### src/rtl/aes_round_sequencer.sv
// Control sequencer for the AES-128 core: key expansion launch, round stepping
// with one-cycle-ahead round-key prefetch, and ciphertext output handshake.
module aes_round_sequencer #(
  parameter int NUM_ROUNDS = 10,
  parameter int KEYGEN_MIN = 12
) (
  input  logic       clk,
  input  logic       n_rst,
  input  logic       key_valid,
  output logic       key_ready,
  output logic       key_we,
  input  logic       gen_done,
  output logic [3:0] key_addr,
  input  logic       blk_valid,
  output logic       blk_ready,
  output logic       load_blk,
  output logic       round_en,
  output logic       final_round,
  output logic [3:0] round_num,
  output logic       out_valid,
  input  logic       out_ready,
  output logic       busy,
  output logic [2:0] dbg_state
);

  // Handshakes: a transfer happens on a cycle where valid and ready are both
  // high; valid may be held across stalled cycles and is never dropped.

  typedef enum logic [2:0] {
    S_NOKEY  = 3'd0,
    S_KEYGEN = 3'd1,
    S_READY  = 3'd2,
    S_ROUND  = 3'd3,
    S_FINAL  = 3'd4,
    S_OUTPUT = 3'd5
  } state_t;

  localparam logic [3:0] LAST_R = 4'(NUM_ROUNDS - 1);
  localparam logic [3:0] NR     = 4'(NUM_ROUNDS);
  localparam logic [3:0] KMIN   = 4'(KEYGEN_MIN);

  state_t     state, state_nxt;
  logic [3:0] r, r_nxt;
  logic [3:0] w, w_nxt;
  logic [3:0] w_inc;

  // w_inc counts KEYGEN cycles including the current one.
  assign w_inc     = (w == 4'd15) ? 4'd15 : w + 4'd1;
  assign dbg_state = state;

  always_ff @(posedge clk or negedge n_rst) begin
    if (!n_rst) begin
      state <= S_NOKEY;
      r     <= 4'd0;
      w     <= 4'd0;
    end else begin
      state <= state_nxt;
      r     <= r_nxt;
      w     <= w_nxt;
    end
  end

  always_comb begin
    state_nxt = state;
    r_nxt     = r;
    w_nxt     = w;
    case (state)
      S_NOKEY: begin
        if (key_valid) begin
          state_nxt = S_KEYGEN;
          w_nxt     = 4'd0;
        end
      end
      S_KEYGEN: begin
        w_nxt = w_inc;
        // A gen_done level left over from a previous key is ignored until
        // the minimum expansion time has elapsed.
        if (w_inc >= KMIN && gen_done) state_nxt = S_READY;
      end
      S_READY: begin
        if (key_valid) begin
          state_nxt = S_KEYGEN;
          w_nxt     = 4'd0;
        end else if (blk_valid) begin
          state_nxt = S_ROUND;
          r_nxt     = 4'd1;
        end
      end
      S_ROUND: begin
        if (r >= LAST_R) begin
          state_nxt = S_FINAL;
          r_nxt     = NR;
        end else begin
          r_nxt = r + 4'd1;
        end
      end
      S_FINAL: state_nxt = S_OUTPUT;
      S_OUTPUT: begin
        if (out_ready) begin
          state_nxt = S_READY;
          r_nxt     = 4'd0;
        end
      end
      default: begin
        state_nxt = S_NOKEY;
        r_nxt     = 4'd0;
        w_nxt     = 4'd0;
      end
    endcase
  end

  always_comb begin
    key_ready   = 1'b0;
    blk_ready   = 1'b0;
    key_addr    = 4'd0;
    round_en    = 1'b0;
    final_round = 1'b0;
    round_num   = 4'd0;
    out_valid   = 1'b0;
    busy        = 1'b0;
    case (state)
      S_NOKEY:  key_ready = 1'b1;
      S_KEYGEN: busy = 1'b1;
      S_READY: begin
        key_ready = 1'b1;
        blk_ready = !key_valid;
        key_addr  = 4'd1;
      end
      S_ROUND: begin
        busy      = 1'b1;
        round_en  = 1'b1;
        round_num = r;
        // Key generator read is registered, so address the next round's key.
        key_addr  = r + 4'd1;
      end
      S_FINAL: begin
        busy        = 1'b1;
        round_en    = 1'b1;
        final_round = 1'b1;
        round_num   = NR;
        key_addr    = NR;
      end
      S_OUTPUT: begin
        busy      = 1'b1;
        out_valid = 1'b1;
      end
      default: key_ready = 1'b1;
    endcase
    // Strobes stay low while reset is held even if the host drives valid.
    key_we   = key_valid & key_ready & n_rst;
    load_blk = blk_valid & blk_ready & n_rst;
  end

endmodule

### config.mk
export PLATFORM = sky130hd
export DESIGN_NAME = aes_round_sequencer
export DESIGN_NICKNAME = d
export VERILOG_FILES = /design/src/rtl/aes_round_sequencer.sv
export SDC_FILE = /design/constraint.sdc
export NUM_CORES = 1
export LEC_CHECK = 0
export BUFFER_PORTS_ARGS = -buffer_cell sky130_fd_sc_hd__buf_2
export CAP_MARGIN = 10
export CORE_MARGIN = 2
export CORE_UTILIZATION = 54
export DETAILED_ROUTE_END_ITERATION = 8
export PLACE_DENSITY = 0.83
export SYNTH_ARGS = -nofsm -noshare
export SYNTH_HDL_FRONTEND = slang
export SYNTH_SLANG_ARGS = --single-unit
### constraint.sdc
create_clock -name clk -period 3 [get_ports clk]
set_input_delay 0.15 -clock clk [delete_from_list [all_inputs] [get_ports clk]]
set_output_delay 0.15 -clock clk [all_outputs]
set_load 0.005 [all_outputs]
Yosys cells after proc, flatten, opt, wreduce, memory -nomap -nowiden

Cells that the tools add are included.

Word-level logic and storage cells: 61
Bits in registers: 11
Output and inout bits: 19
Input bits: 6

Eq/ne operators: 14
Mux-type cells: 23
Reductions and logical operators: 11
Bitwise gates (word level): 6
$add $sub $neg: 2
Order comparisons: 2

Operators with widths:

| cell                                                                     | count |
|---|---|
| 4-bit 2-to-1 mux                                                         | 6 |
| 4-bit one-hot mux with 3 select lines                                    | 2 |
| 3-bit 2-to-1 mux                                                         | 6 |
| 3-bit one-hot mux with 6 select lines                                    | 1 |
| 4-bit one-hot mux with 4 select lines                                    | 1 |
| 2-bit inequality test (second input constant)                            | 6 |
| 4-bit by 1-bit adder with 4-bit output (second input constant)           | 2 |
| 4-bit >= comparator (second input constant)                              | 2 |
| 4-bit one-hot mux with 2 select lines                                    | 1 |
| 3-bit by 2-bit == test with 1-bit output (second input constant)         | 2 |
| 3-bit == test (second input constant)                                    | 2 |
| 1-bit 2-to-1 mux                                                         | 6 |
| 3-bit OR reduction                                                       | 2 |
| 5-bit AND reduction                                                      | 1 |
| 1-bit AND                                                                | 4 |
| 4-bit == test (second input constant)                                    | 1 |
| 4-bit AND reduction                                                      | 1 |
| 2-bit OR reduction                                                       | 2 |
| 4-bit OR reduction                                                       | 1 |
| 3-bit by 1-bit == test with 1-bit output (second input constant)         | 1 |
| 3-bit logical NOT                                                        | 1 |
| 3-bit inequality test (second input constant)                            | 1 |
| 2-bit by 1-bit inequality test with 1-bit output (second input constant) | 1 |
| 1-bit inverter                                                           | 2 |
| other kinds (3)                                                          | 3 |

Longest topological paths before layout

Word-level depth: 6
Gate-level depth with buffers: 6
Mapped depth without buffers: 6

Worst setup path before layout

OpenSTA, ideal clock, no wires.

Kind: register to register
Start point: reg r[0]
End point: reg state[0] (netlist: dbg_state[0])
Arrival time: 1.638 ns
Path slack: 1.259 ns
Path buffers: 0
Stages on the path, launching flop included: 7
Setup time: 0.103 ns
Cells stage by stage: dfrtp_1 inv_1 ha_1 or3b_1 and2_4 and3_4 o41ai_2

Longest elaborated chain between the ends: 3

Ends and longest elaborated chain:

| item                                   | line | text |
|---|---|---|
| from (decl)                            | 43   | `logic [3:0] r, r_nxt;` |
| from (signal assigned)                 | 58   | `r <= r_nxt;` |
| 4-bit >= comparator                    | 90   | `if (r >= LAST_R) begin` |
| 2-bit inequality test (no source line) | --   |  |
| 5-bit AND reduction (no source line)   | --   |  |
| to (signal assigned)                   | 57   | `state <= state_nxt;` |
| to (decl)                              | 42   | `state_t state, state_nxt;` |

No other way between the ends.
A chain may end at the register's enable or synchronous reset.

Worst setup path in the final report

Start point: reg state[0] (netlist: dbg_state[0])
End point: out key_we

Longest elaborated chain between the ends: 5
Elaborated cells on any way between the ends: 8

Ends and longest elaborated chain:

| item                                        | line | text |
|---|---|---|
| 3-bit == test, or another cell as far along | 121  | `case (state)` |
| 4-bit OR reduction (no source line) (*)     | --   |  |
| 1-bit 2-to-1 mux (*)                        | 121  |  |
| 1-bit AND (*) (2 in series)                 | 150  | `key_we = key_valid & key_ready & n_rst;` |
| to (decl)                                   | 11   | `output logic key_we,` |

Mark *: on every way between the ends. The rest lies on a longest branch, timed or not.

==> impl_results.md <==
- Status: completed
- Syn Nets: between 100 and 150
- Post-route insts no fill: around 140
- Post-synth top area cell: dfrtp_1
- Layout area overhead: 18.2%
- Synth Area in Compound Gates: between 20% and 30%
- RSZ-0062 raised after global routing: no
- Wirelength per Cell: 13.3 um
- Post-route setup TNS: 0 ns
- Initial antenna violation count: 0
- Total power: between 900 and 1000 uW
- Global-route wire length before repair: 3.46 mm
- CTS tree: built
- Most frequent cell after synthesis: o21ai_0
- Seq/Total Area, Yosys: 32.5%
- Clock sinks: 11
- CTS root buffer: clkbuf_4
- DRT iter0 DRCs: 7
- Detail Placement HPWL: between 1 and 1.5 mm
- Crit path max fanout: 20
- PortBufs: 24
- Initial Util: 56.9%
- Mapped Area: ~850 um2
- Worst setup SP type: register
- RePlAce Congestion: 0.862
- Placed Cells: between 100 and 150
- First-pass DRT Iterations: 4
- Die X: approximately 44 um
- Fmax: between 500 and 600 MHz
- Vias: 882
- Syn_area_per_cell: ~8 um2
- Total grt overflow: 0
- Simple-Gate Fraction of Synth Area: a little under a quarter
- IR Drop Worst-Case VDD: 492 uV
- N_diodes: 0
- Core area: between 1000 and 1500 um2
- Global-route usage over all layers: approximately a quarter
- # IOs: 25
- Vias in the first global route: just under 800
- Drt via density: between 6 and 7
- Clk_skew: around 0.0084 ns
- Largest family of logic cells by synthesized area: compound AO/OA/AOI/OAI gates
- CP Data Arrival Time: approximately 1.8 ns
- Standby leakage power: between 0.0005 and 0.0006 uW
- Final wirelength: between 1.5 and 2 mm
- Ys async rst share: 100%
- Post-synth cell types: 37
- DRC: 0
- Slew Limit Fails: 0
- Clk pin slew, worst setup/hold paths: ~0.07 ns
- Slew headroom: between 60% and 70%
- YS warnings: 0
- Synth Flop Type: dfrtp_1
- Critical Path Sink Type: output port
- Worst EP required: around 2.9 ns
- # nets final: 139
- H-tree Lvls: 1
- Post-synth EDFFs: 0
- Hold Crit Class: primary input to register
- Share of layout cells above drive strength 1: 23.4%
- Mux contribution to synthesized area: 0%
- Pwr dens: a little under 1000 nW/um2
- Largest net degree at the start of global routing: 21
- Post-CTS setup buffers: 0
- Synth Instances: 104
- CTS buffer count: 3
- Die ar.: about 1900 um2
- Clk Latency, worst-skew pair: roughly 0.27 ns
- Xor/xnor share of the synthesized area: 2.07%
- Die Ht: 43.6 um
- Pre-CTS setup slack: about 1.1 ns
- Setup ws final: approximately 1.1 ns
- Fin crit period: around 1.9 ns
- Commonest cells post-synth: 12 x o21ai_0, 11 x dfrtp_1, 10 x nor2_1, 8 x inv_1, 7 x a21oi_1
- Synth top area share: between 30 and 40%
- Ranking of synthesized cells by area: dfrtp_1 32%, o21ai_0 7.1%, ha_1 5.9%
- Flops & latches, synth: 11
- Fin crit share: 64.3%
- Final hold vios: 0
- Max-Cap Viols: 0
- Area share of fa/ha/maj cells after synthesis: under 10%
- Final Setup Violations: 0
- Row count: 14
- Worst-case clock buffer depth: 2
- Slew of the pin with the lowest slew margin: around 0.54 ns
- Antenna viol nets, final: 0
- Critical path class: register to output port
stage by stage:
step                util, %  hold slack (ns)  instance area [um2]
detailed placement     64.8           0.0418                  965
finish                 67.2            0.209                 1000
global route           67.2            0.250                 1000
floorplan                 -           -0.146                  847
CTS                    67.2            0.211                 1000
global placement       64.8           0.0390                  965
state kept, by name, indices dropped and copies added (netlist names):
name / flops
dbg_state: 3
r: 4
w: 4
report_power, final:
group / switching (uW) / internal (uW) / leakage [uW]
Combinational: 302 / 253 / 0.000349
Sequential: 113 / 207 / 0.000140
Clock: 49.5 / 51.5 / 0.0000150
cell families after synthesis:
| family | count (synthesis) |
|---|---|
| compound gates | 39 |
| xor+xnor | 2 |
| fa+ha+maj | 4 |
| buf+inv | 13 |
| flops | 11 |
| simple gates | 35 |
cell usage in the layout, fill, tap and decap left out, types with 2 or more instances in the layout:
cell	count
nand2_1	3
clkbuf_4	3
inv_1	8
a31oi_1	3
o21ai_0	12
a21o_1	5
o22ai_1	2
buf_2	24
nand3_1	5
or3b_1	2
ha_1	4
nor3b_1	2
nand2b_1	2
a21oi_1	7
and3_1	2
dfrtp_1	11
nor2_1	10
nor2b_1	2
final cells by class:
cell class                      count  area (um2)
Inverter                            8        30.0
Fill cell                         121         488
Multi-Input combinational cell     80         519
Timing Repair Buffer               25         130
Sequential cell                    11         275
Tap cell                           16        20.0
Clock buffer                        4        26.3
critical path, cell delays in order, from the launching register on:
cell and delay, ns:
dfrtp_1 0.70, inv_1 0.21, o21ai_0 0.24, inv_1 0.07
and3_1 0.17, buf_2 0.12
routing by layer:
layer	track usage (%)	routed length (um)	share of wire, %	vias to the layer above
met3	3.75	117	6.1	6
met4	14.5	60	3.1	0
met5	0	0	0	-
met2	35.9	852	45	36
li1	-	-	-	430
met1	32.4	877	46	410
final timing paths:
check / from / end / slack (ns) / cells past startpoint
max in group asynchronous: n_rst / r[2]$_DFFE_PN0P_ / 2.50 / 2
worst min-delay path: gen_done / dbg_state[0]$_DFFE_PN0P_ / 0.21 / 4
worst max register to register: r[0]$_DFFE_PN0P_ / dbg_state[0]$_DFFE_PN0P_ / 1.14 / 6
worst max-delay path: dbg_state[0]$_DFFE_PN0P_ / key_we / 1.07 / 5
min in group asynchronous: n_rst / w[3]$_DFFE_PN0P_ / 0.28 / 2
worst min register to register: w[1]$_DFFE_PN0P_ / w[1]$_DFFE_PN0P_ / 0.56 / 1
timing repair:
item / CTS / global route
hold buffers: 1 / 0
resized for setup: 0 / 0
hold endpoints to repair: 11 / 0
(Power assumes the default switching activity.)
